==> config.mk <==
export PLATFORM = sky130hd
export DESIGN_NAME = wta_lif_array
export DESIGN_NICKNAME = d
export VERILOG_FILES = /design/src/rtl/wta_lif_array.sv
export SDC_FILE = /design/constraint.sdc
export NUM_CORES = 1
export LEC_CHECK = 0
export ABC_AREA = 1
export CORE_ASPECT_RATIO = 1.2
export CORE_MARGIN = 4
export CORE_UTILIZATION = 50
export CTS_CLUSTER_DIAMETER = 40
export DETAILED_ROUTE_END_ITERATION = 8
export GPL_TIMING_DRIVEN = 0
export PLACE_DENSITY = 0.7
export SYNTH_ARGS = -nofsm -noshare
export SYNTH_HDL_FRONTEND = slang
export SYNTH_SLANG_ARGS = --single-unit
==> constraint.sdc <==
create_clock -name clk -period 7.3 [get_ports clk]
set_input_delay 1.825 -clock clk [delete_from_list [all_inputs] [get_ports clk]]
set_output_delay 1.825 -clock clk [all_outputs]
set_load 0.01 [all_outputs]
==> src/rtl/wta_lif_array.sv <==
// Winner-take-all array of leaky integrate-and-fire neurons with shift leak,
// refractory hold, subtractive lateral inhibition and a run-time WTA/independent switch.
module wta_lif_array #(
  parameter int N_NEURONS     = 4,
  parameter int WIDTH         = 8,
  parameter int THRESHOLD     = 128,
  parameter int LEAK_SHIFT    = 2,
  parameter int REFRAC_CYCLES = 3,
  parameter int INHIBIT       = 32
) (
  input  logic                         clk,
  input  logic                         rst,
  input  logic                         en,
  input  logic                         wta_en,
  input  logic [N_NEURONS*WIDTH-1:0]   current,
  input  logic [$clog2(N_NEURONS)-1:0] obs_sel,
  output logic [N_NEURONS-1:0]         spike,
  output logic                         winner_valid,
  output logic [$clog2(N_NEURONS)-1:0] winner_idx,
  output logic [WIDTH-1:0]             obs_state
);

  localparam int SW = $clog2(N_NEURONS);
  localparam int RW = (REFRAC_CYCLES < 2) ? 1 : $clog2(REFRAC_CYCLES + 1);
  localparam logic [WIDTH-1:0] SAT_MAX   = '1;
  localparam logic [WIDTH-1:0] THRESH    = WIDTH'(THRESHOLD);
  // An inhibit at or beyond full scale always floors the victim to zero.
  localparam logic [WIDTH-1:0] INHIB     = (INHIBIT >= 2**WIDTH) ? SAT_MAX : WIDTH'(INHIBIT);
  localparam logic [RW-1:0]    REFRAC_LD = RW'(REFRAC_CYCLES);

  logic [WIDTH-1:0] state_q  [N_NEURONS];
  logic [WIDTH-1:0] state_d  [N_NEURONS];
  logic [RW-1:0]    refrac_q [N_NEURONS];
  logic [RW-1:0]    refrac_d [N_NEURONS];
  logic [WIDTH-1:0] sum      [N_NEURONS];
  logic [N_NEURONS-1:0] refr;
  logic [N_NEURONS-1:0] cand;
  logic [N_NEURONS-1:0] spike_d;
  logic                 any_cand;
  logic [SW-1:0]        win_idx;
  logic [SW-1:0]        idx_d;
  logic [WIDTH-1:0]     best_sum;

  for (genvar g = 0; g < N_NEURONS; g++) begin : g_neuron
    logic [WIDTH-1:0] leak;
    logic [WIDTH:0]   raw;
    assign leak    = state_q[g] >> LEAK_SHIFT;
    assign raw     = {1'b0, state_q[g]} - {1'b0, leak} + {1'b0, current[g*WIDTH +: WIDTH]};
    assign sum[g]  = raw[WIDTH] ? SAT_MAX : raw[WIDTH-1:0];
    assign refr[g] = |refrac_q[g];
    assign cand[g] = !refr[g] && (sum[g] >= THRESH);
  end

  // Strict greater-than keeps the lowest index on ties.
  always_comb begin
    any_cand = 1'b0;
    win_idx  = '0;
    best_sum = '0;
    for (int i = 0; i < N_NEURONS; i++) begin
      if (cand[i] && (!any_cand || sum[i] > best_sum)) begin
        any_cand = 1'b1;
        win_idx  = SW'(i);
        best_sum = sum[i];
      end
    end
  end

  always_comb begin
    spike_d = '0;
    for (int i = 0; i < N_NEURONS; i++) begin
      state_d[i]  = state_q[i];
      refrac_d[i] = refrac_q[i];
      if (en) begin
        if (refr[i]) begin
          refrac_d[i] = refrac_q[i] - RW'(1);
          state_d[i]  = '0;
        end else if (wta_en && any_cand) begin
          if (win_idx == SW'(i)) begin
            state_d[i]  = '0;
            refrac_d[i] = REFRAC_LD;
            spike_d[i]  = 1'b1;
          end else begin
            state_d[i] = (sum[i] > INHIB) ? (sum[i] - INHIB) : '0;
          end
        end else if (!wta_en && cand[i]) begin
          state_d[i]  = '0;
          refrac_d[i] = REFRAC_LD;
          spike_d[i]  = 1'b1;
        end else begin
          state_d[i] = sum[i];
        end
      end
    end
  end

  always_comb begin
    idx_d = '0;
    for (int i = N_NEURONS - 1; i >= 0; i--) begin
      if (spike_d[i]) idx_d = SW'(i);
    end
  end

  always_ff @(posedge clk or posedge rst) begin
    if (rst) begin
      for (int i = 0; i < N_NEURONS; i++) begin
        state_q[i]  <= '0;
        refrac_q[i] <= '0;
      end
      spike        <= '0;
      winner_valid <= 1'b0;
      winner_idx   <= '0;
    end else begin
      for (int i = 0; i < N_NEURONS; i++) begin
        state_q[i]  <= state_d[i];
        refrac_q[i] <= refrac_d[i];
      end
      spike        <= spike_d;
      winner_valid <= |spike_d;
      winner_idx   <= idx_d;
    end
  end

  assign obs_state = state_q[obs_sel];

endmodule
* Word level (Yosys, flattened, before mapping)
Cells that the tools add are included.
** Word-level totals
- Register bits after elaboration :: 47
- Bits in latches :: 0
- Bits in writable memories :: 0
- ROM bits :: 0
- Input port bits :: 38
- Output and inout bits :: 15
- Logic and storage cells :: 161
- Memories :: 0
** Operators by class
- Add/subtract/negate cells :: 16
- Multipliers :: 0
- Div/mod/pow operators :: 0
- Order comparisons :: 12
- Equality and inequality tests :: 7
- Shift operators :: 0
- Muxes and demuxes :: 77
- Bitwise operators :: 1
- Reductions and logical operators :: 37
** Operators by type and width (number)
- 8-bit two-way mux :: 29
- 2-bit two-way mux :: 22
- 9-bit by 8-bit adder with 9-bit output :: 4
- 8-bit by 6-bit subtractor with 9-bit output :: 4
- 8-bit >= comparator (second input constant) :: 4
- 8-bit by 6-bit greater-than comparator with 1-bit output (second input constant) :: 4
- 8-bit by 6-bit subtractor with 8-bit output (second input constant) :: 4
- 1-bit two-way mux :: 25
- 8-bit greater-than comparator :: 3
- 8-bit binary-select mux with 2-bit select :: 1
- 1-bit logical AND :: 12
- 3-bit AND reduction :: 4
- 3-bit nonzero test :: 4
- 1-bit zero test :: 8
- 2-bit OR reduction :: 4
- 2-bit by 1-bit subtractor with 2-bit output (second input constant) :: 4
- 3-bit by 2-bit inequality test with 1-bit output (second input constant) :: 2
- 3-bit inequality test (second input constant) :: 2
- 2-bit == test (second input constant) :: 2
- 4-bit OR reduction :: 1
- 3-bit >= comparator (second input constant) :: 1
- 1-bit logical OR :: 3
- 2-bit inverter with 3-bit output :: 1
- 2-bit by 1-bit == test with 1-bit output (second input constant) :: 1
- 2-bit zero test :: 1

* Longest topological paths before layout
Gate-level depths: netlist of run 1.
- Depth in word-level cells :: 27
- Depth in mapped cells :: 53
- Gate-level depth less buffers :: 51

* Worst setup path after synthesis of run 1
No wires, ideal clock.
- Path type :: input to register
- From :: in current[1]
- To :: reg state_q[24] in the netlist's numbering
- Library setup time :: 0.118 ns
- Data arrival time :: 7.389 ns
- Data required time :: 7.182 ns
- Slack :: -0.207 ns
- Stages :: 48
- Buffers on the path :: 2
- Path through :: inv_1 > fa_1 > inv_1 > fa_1 > nand2_1 > nand2_1 > nand3_1 > nand2_1 > nand2_1 > nand2_2 > nand2_4 > nand2_4 > inv_1 > o21ai_0 > ha_1 > nand2_1 > nor2_1 > nand3_1 > [... 12 more ...] > nand2_1 > nand2_1 > buf_2 > nand2_1 > o21ai_0 > ha_1 > a21oi_1 > o21ai_0 > nand2_1 > o211ai_1 > o21ai_0 > nand2_2 > nand2_4 > nand3_2 > nand2_1 > inv_2 > nand3b_1 > nand2_1
** On the way
- Cells in the longest elaborated chain, start to end :: 21
- Elaborated cells on any way between the ends :: 36
- Those cells by class :: 2 x add/sub; 5 x order compare; 16 x mux; 13 x reduce/logical
** RTL lines
- start, declared :: RTL line 15 : input logic [N_NEURONS*WIDTH-1:0] current,
- 9-bit by 8-bit adder with 9-bit output (*) :: RTL line 48 : assign raw = {1'b0, state_q[g]} - {1'b0, leak} + {1'b0, current[g*WIDTH +: WIDTH]};
- 8-bit two-way mux (*) :: RTL line 49 : assign sum[g] = raw[WIDTH] ? SAT_MAX : raw[WIDTH-1:0];
- 8-bit >= comparator :: RTL line 51 : assign cand[g] = !refr[g] && (sum[g] >= THRESH);
- 1-bit logical AND :: RTL line 51
- 8-bit two-way mux or 1-bit two-way mux (tied branches) :: RTL line 60 : if (cand[i] && (!any_cand || sum[i] > best_sum)) begin
- 8-bit greater-than comparator or 1-bit zero test (tied branches) :: RTL line 60
- 1-bit logical OR :: RTL line 60
- 1-bit logical AND :: RTL line 60
- [... 5 more ...]
- 8-bit greater-than comparator or 1-bit zero test (tied branches) :: RTL line 60
- 1-bit logical OR :: RTL line 60
- 1-bit logical AND :: RTL line 60
- 2-bit two-way mux :: RTL line 60
- 2-bit zero test :: RTL line 78 : if (win_idx == SW'(i)) begin
- 8-bit two-way mux :: RTL line 78
- 8-bit two-way mux (*) :: RTL line 77 : end else if (wta_en && any_cand) begin
- 8-bit two-way mux (*) :: RTL line 74 : if (refr[i]) begin
- end signal, assigned by index :: RTL line 114 : state_q[i] <= state_d[i];
- end, declared :: RTL line 31 : logic [WIDTH-1:0] state_q [N_NEURONS];
Mark *: on every way between the ends. The rest lies on a longest branch, timed or not.
A chain may end at the register's enable or synchronous reset.

* Final worst setup path of run 1
- From :: in current[4]
- To :: reg state_q[8] in the netlist's numbering
** On the way
- Cells in the longest elaborated chain, start to end :: 21
- Elaborated cells on any way between the ends :: 31
- Those cells by class :: 1 x add/sub; 4 x order compare; 1 x eq/ne; 14 x mux; 11 x reduce/logical
** RTL lines (RTL line)
- 9-bit by 8-bit adder with 9-bit output (*) :: 48
- 8-bit two-way mux (*) :: 49
- 8-bit >= comparator :: 51
- 1-bit logical AND :: 51
- 8-bit two-way mux or 1-bit two-way mux (tied branches) :: 60
- 8-bit greater-than comparator or 1-bit zero test (tied branches) :: 60
- 1-bit logical OR :: 60
- 1-bit logical AND :: 60
- [... 5 more ...]
- 8-bit greater-than comparator or 1-bit zero test (tied branches) :: 60
- 1-bit logical OR :: 60
- 1-bit logical AND :: 60
- 2-bit two-way mux :: 60
- 2-bit == test :: 78
- 8-bit two-way mux :: 78
- 8-bit two-way mux (*) :: 77
- 8-bit two-way mux (*) :: 74
Marks and branches as above.

==> flow_summary.ini, run 1 <==
[setup_path]
cp.depth = 46
cpPeakStageDelay_ns = 0.52
startpoint_type = primary input
crit_fanout = 7
endpoint_kind = flop
path_common_cell = nand2_4
cp.required_ns = 7.49
cp.arrival_ns = 7.82
cp.buffers_inverters = 6
reg2reg_depth = 45
critPathTopFamily = simple AND/OR/NAND/NOR gates
slowest_stage = fa_1
crit_type = in2reg

[grt]
grt_pass1_vias = 6038
antenna_found_initial = 0
grt_use_total_pct = 24.3
grt_first_pass_wirelength_mm = 27.6
grt_overflow = 0
grt_max_degree = 38

[sta]
period_needed_ns = 7.63
fmax_mhz = 131
fin_hold_ws_ns = 0.474
worst_slew_pin_slew_ns = 0.749
relSlewSlack_pct = 50.1
setup_violations = 47
finalClockSkew_ns = 0.00927
hold_viol_final = 0
finalCritPeriodShare_pct = 105
slew_violations = 0
rsz0062_at_grt = true
setup_ws_ns = -0.331

[placement]
dpl.hpwl_mm = 13.0
portBuffers = 51
gp_congestion = 0.974
place_ws_ns = -1.39
dp.cells = 1128

[drt]
drc = 0
vias = 6475
drtPass1Iterations = 7
drt-initial-drc-count = 520
route.antenna.remaining_nets = 0
drt-vias-per-instance = 5.43
routed_wl_mm = 19.3
wire_per_inst_um = 16.2

[clocking]
numCtsBuffers = 5
clock_sinks = 47
ctsHoldBuffers = 0
tritoncts = built
htreeDepth = 2
clk_path_buf_depth = 2
insertion_delay_ns = 0.30
path_clk_slew_ns = 0.07
root_buffer = clkbuf_16

[floorplanning]
die_y_um = 131
initial_core_util_pct = 51.4
dieArea_sq_mm = 0.0144
die_w_um = 110
coreArea_sq_mm = 0.0122
io_pins = 53
rows = 44

[synth]
syn-cell-area_sq_mm = 0.00628
yosys.area.top_type = dfrtp_1
synth_nets = 1057
yosysSeqAreaShare_pct = 18.7
syn_area_per_cell_sq_um = 6.87
yosys.area.top_type_share_pct = 18.7
synth_warnings = 0
ys_types = 39
ys_ff_latch = 47
synthTopCellsByArea = dfrtp_1 (19%), ha_1 (16%), inv_1 (13%)
syn_inst = 915

[finish]
diodes = 0
area_delta_synth_final_pct = 40.1
drive_above_1_share_pct = 32.5
fin_nets = 1172
fill_cells = 917
instances_no_fill = 1192

[hold_path]
min_path_cells = 2
hold_class = reg2reg

[status]
violations = negative setup slack
run_status = complete, but fails checks

[run]
max-cap-violations = 0
-- final cells by class --
cell class	count	area, sq um	area share, %
multi-input cells	636	5360	60.9
flip-flops and latches	47	1180	13.4
repair buffers	107	941	10.7
inverters	219	855	9.71
well taps	161	201	2.29
clock buffers	5	125	1.42
plain buffers	14	100	1.14
clock inverters	3	43.8	0.497
-- per-stage QoR --
stage | setup TNS (ns) | cell area [sq um] | utilization (%)
after floorplan | 0 | 6320 | -
after global placement | -59.60 | 7030 | 57.5
after detailed placement | -60.16 | 7050 | 57.7
after CTS | 0 | 8110 | 66.3
after global routing | -21.86 | 8800 | 72.0
final | -11.67 | 8800 | 72.0
-- path summary, 6_finish.rpt --
| path | start | to | slack (ns) |
|---|---|---|---|
| max | current[4] | state_q[8] | -0.33 |
| min | refrac_q[7] | refrac_q[7] | 0.47 |
| max reg2reg | g_neuron[0].leak[2] | state_q[8] | 0.64 |
| min reg2reg | refrac_q[7] | refrac_q[7] | 0.47 |
| max in group asynchronous | rst | refrac_q[1] | 5.03 |
| min in group asynchronous | rst | state_q[16] | 1.78 |
-- timing repair --
action | CTS | global route
setup buffers | 42 | 11
setup endpoints to repair | 47 | 47
pin swaps | 110 | 82
gates cloned | 3 | 0
resized for setup | 163 | 153
-- flip-flops by register name (all words and copies together), names as in the netlist --
name,cells
g_neuron.leak,24
refrac_q,8
state_q,8
spike,4
winner_idx,2
winner_valid,1
-- layout by cell type, fill, tap and decap left out, types with 33 or more instances in the layout --
master	count
dfrtp_1	47
clkdlybuf4s50_1	39
nand2_1	147
a21oi_1	48
inv_1	184
buf_4	51
nand2_2	52
nand2_4	33
nand3_1	35
ha_1	49
-- worst reg2reg max path, delay by kind of cell (launching register included) --
kind	cells	cell delay, ns
adders and majority gates	5	1.65
AOI/OAI and AO/OA	10	1.23
DFF	1	0.52
buffers and inverters	5	0.59
and+or+nand+nor	25	2.57
-- cell usage after synthesis (all sizes together) --
| library cell | number |
|---|---|
| buf | 6 |
| a21o | 4 |
| o21bai | 2 |
| nand3 | 62 |
| nand4 | 9 |
| fa | 24 |
| xor2 | 13 |
| nand3b | 6 |
| or2 | 9 |
| nor2 | 47 |
| nand2 | 236 |
| inv | 219 |
| a21oi | 66 |
| and2 | 2 |
| clkbuf | 8 |
| o211ai | 2 |
| o21a | 1 |
| xnor2 | 8 |
| dfrtp | 47 |
| ha | 80 |
| nor3 | 2 |
| o21ai | 53 |
| nor4 | 1 |
| o22ai | 8 |
-- layer usage --
| metal | track usage, % | part of all wire [%] | routed length [um] | vias up |
|---|---|---|---|---|
| met5 | 0 | 0 | 0 | - |
| met4 | 11.1 | 5.6 | 1070 | 0 |
| met2 | 44.7 | 51 | 9870 | 277 |
| met3 | 2.26 | 5.6 | 1080 | 90 |
| li1 | - | - | - | 3086 |
| met1 | 28.4 | 38 | 7240 | 3022 |
-- cells by family after synthesis --
| logic type | count (synthesis) | synth area share (%) |
|---|---|---|
| adders and majority gates | 104 | 23.6 |
| AOI/OAI and AO/OA | 136 | 11.8 |
| buffers and inverters | 233 | 14.4 |
| and+or+nand+nor | 374 | 28.6 |
| xor gates and xnor gates | 21 | 2.93 |
| DFF | 47 | 18.7 |
Power of run 1 is left out: the tool's default activity adds up to more than one toggle a clock period on the data nets, which glitch-free logic cannot reach.
==> run 2: changes to the inputs <==
==> constraint.sdc (replaced) <==
create_clock -name clk -period 7.3 [get_ports clk]
set_input_delay 1.825 -clock clk [delete_from_list [all_inputs] [get_ports clk]]
set_output_delay 1.825 -clock clk [all_outputs]
set_load 0.05 [all_outputs]
==> results of run 2 <==
Same layout as run 1: the final DEF is identical, and so are final timing and power.
Power of run 2 is left out for the same reason.
==> run 3: changes to the inputs <==
--- a/config.mk
+++ b/config.mk
@@ -11,8 +11,10 @@
 export CORE_UTILIZATION = 50
 export CTS_CLUSTER_DIAMETER = 40
 export DETAILED_ROUTE_END_ITERATION = 8
+export GPL_ROUTABILITY_DRIVEN = 1
 export GPL_TIMING_DRIVEN = 0
 export PLACE_DENSITY = 0.7
+export SETUP_SLACK_MARGIN = 0.15
 export SYNTH_ARGS = -nofsm -noshare
 export SYNTH_HDL_FRONTEND = slang
 export SYNTH_SLANG_ARGS = --single-unit
==> constraint.sdc (replaced) <==
create_clock -name clk -period 7.3 [get_ports clk]
set_input_delay 1.825 -clock clk [delete_from_list [all_inputs] [get_ports clk]]
set_output_delay 1.825 -clock clk [all_outputs]
set_load 0.005 [all_outputs]
==> run 3 against run 2 <==
Compared with the run above:
- via count fell by 5.2%
- the run now ends clean
- sequential share of layout area grew 0.40 points
- register-to-register slack better by 0.42 ns
- first-iteration DRC count shrank 38%
- hold slack got worse by 0.0053 ns
- critical endpoint is now state_q[24]
- clock skew shrank 0.0016 ns
- maximum frequency up 4.5%
- worst setup slack better by 0.33 ns
- cell area is 2.9% lower
==> flow_summary.ini, run 3 (synthesis results as in run 1) <==
[status]
run_status = finished clean

[sta]
fin_hold_ws_ns = 0.469
rsz0062_at_grt = true
period_needed_ns = 7.30
finalCritPeriodShare_pct = 100
finalClockSkew_ns = 0.00762
setup_ws_ns = 0.000799
relSlewSlack_pct = 48.3
fmax_mhz = 137
slew_violations = 0
setup_violations = 0
hold_viol_final = 0
worst_slew_pin_slew_ns = 0.776

[finish]
diodes = 0
instances_no_fill = 1186
area_delta_synth_final_pct = 36.0
layout_common_cells = inv_1 (186), nand2_1 (159), ha_1 (54), a21oi_1 (49), dfrtp_1 (47)
drive_above_1_share_pct = 30.4
final_area_sq_mm = 0.00855
largest_reg_flops = 24
fin_nets = 1166
final_common_cell = inv_1

[setup_path]
crit_path_start = current[1]
crit_type = in2reg
cp.required_ns = 7.49
r2r_slack_ns = 1.06
r2r-end = state_q[24]
cp.arrival_ns = 7.49
cpPeakStageDelay_ns = 0.51
slowest_stage = fa_1
endpoint_kind = flop
crit_fanout = 6
path_common_cell = nand2_4
worstReg2RegStart = g_neuron[0].leak[5]
reg2reg_depth = 45
endpoint = state_q[24]
startpoint_type = primary input

[drt]
drtPass1Iterations = 5
vias = 6139
route.antenna.remaining_nets = 0
routed_wl_mm = 17.7
drc = 0
wire_per_inst_um = 15.0
drt-initial-drc-count = 321
drt-vias-per-instance = 5.18

[grt]
grt_overflow = 0
grt_max_degree = 28
grt_pass1_vias = 6277
antenna_found_initial = 0
grt_first_pass_wirelength_mm = 28.9
grt_use_total_pct = 25.5

[floorplanning]
coreArea_sq_mm = 0.0122
die_y_um = 131
rows = 44
initial_core_util_pct = 51.4
die_w_um = 110
dieArea_sq_mm = 0.0144
io_pins = 53

[placement]
gp_congestion = 0.950
place_ws_ns = -1.21
dp.cells = 1128
placed_area_sq_mm = 0.00711
dpl.hpwl_mm = 13.2
portBuffers = 51

[hold_path]
hold_class = reg2reg
min_path_cells = 2

[clocking]
tritoncts = built
path_clk_slew_ns = 0.07
clock_sinks = 47
root_buffer = clkbuf_16
insertion_delay_ns = 0.30
clk_path_buf_depth = 2
htreeDepth = 2
numCtsBuffers = 5

[run]
max-cap-violations = 0
-- run 3: changes by cell type in the layout (fill, tap and decap cells not counted), sizes merged --
cell,previous run,this run
buf,65,63
dlymetal6s2s,1,0
clkdlybuf4s15,0,1
bufinv,1,0
clkdlybuf4s50,39,36
dlygate4sd2,5,7
clkinv,3,1
-- run 3: cell type report --
class	count	area, sq um
Multi-Input combinational cell	636	5170
Fill cell	963	3680
Sequential cell	47	1180
Timing Repair Buffer	101	887
Inverter	219	855
Tap cell	161	201
Clock buffer	8	156
Buffer	14	96.3
-- run 3: per-layer routing --
metal	global-route usage, %	part of all wire [%]	up-vias
met5	0	0	-
met4	12.0	4.6	0
met3	2.51	3.4	51
met2	47.1	51	152
met1	29.4	41	2864
li1	-	-	3072
-- run 3: how the worst min path moves through the flow --
| stage | startpoint | slack, ns | end |
|---|---|---|---|
| 2_1_floorplan | refrac_q[5] | 0.44 | refrac_q[5] |
| 3_3_place_gp | refrac_q[5] | 0.45 | refrac_q[5] |
| 3_5_place_dp | refrac_q[7] | 0.46 | refrac_q[7] |
| 4_1_cts | refrac_q[7] | 0.47 | refrac_q[7] |
| 5_1_grt | refrac_q[5] | 0.49 | refrac_q[5] |
| 6_report | refrac_q[7] | 0.47 | refrac_q[7] |
-- run 3: through the flow --
stage / setup TNS (ns) / utilization [%]
after global placement: -51.37 / 58.0
after global routing: -11.42 / 69.9
final: 0 / 69.9
after floorplan: 0 / -
after detailed placement: -52.58 / 58.2
after CTS: 0 / 66.9
-- run 3: repair_timing --
| action | CTS | global route |
|---|---|---|
| buffers inserted | 35 | 12 |
| endpoints found under the setup margin | 47 | 47 |
| pin swaps | 118 | 31 |
| hold buffers | 0 | 0 |
| gates resized for setup | 209 | 61 |
| cloned | 3 | 0 |
-- run 3: worst max-delay path, delay by kind of cell --
kind,cells,cell delay [ns]
adder cells (fa/ha/maj),5,1.72
AO/OA/AOI/OAI,12,1.18
buffers and inverters,7,0.54
AND/OR/NAND/NOR,23,2.19
Power of run 3 is left out for the same reason.
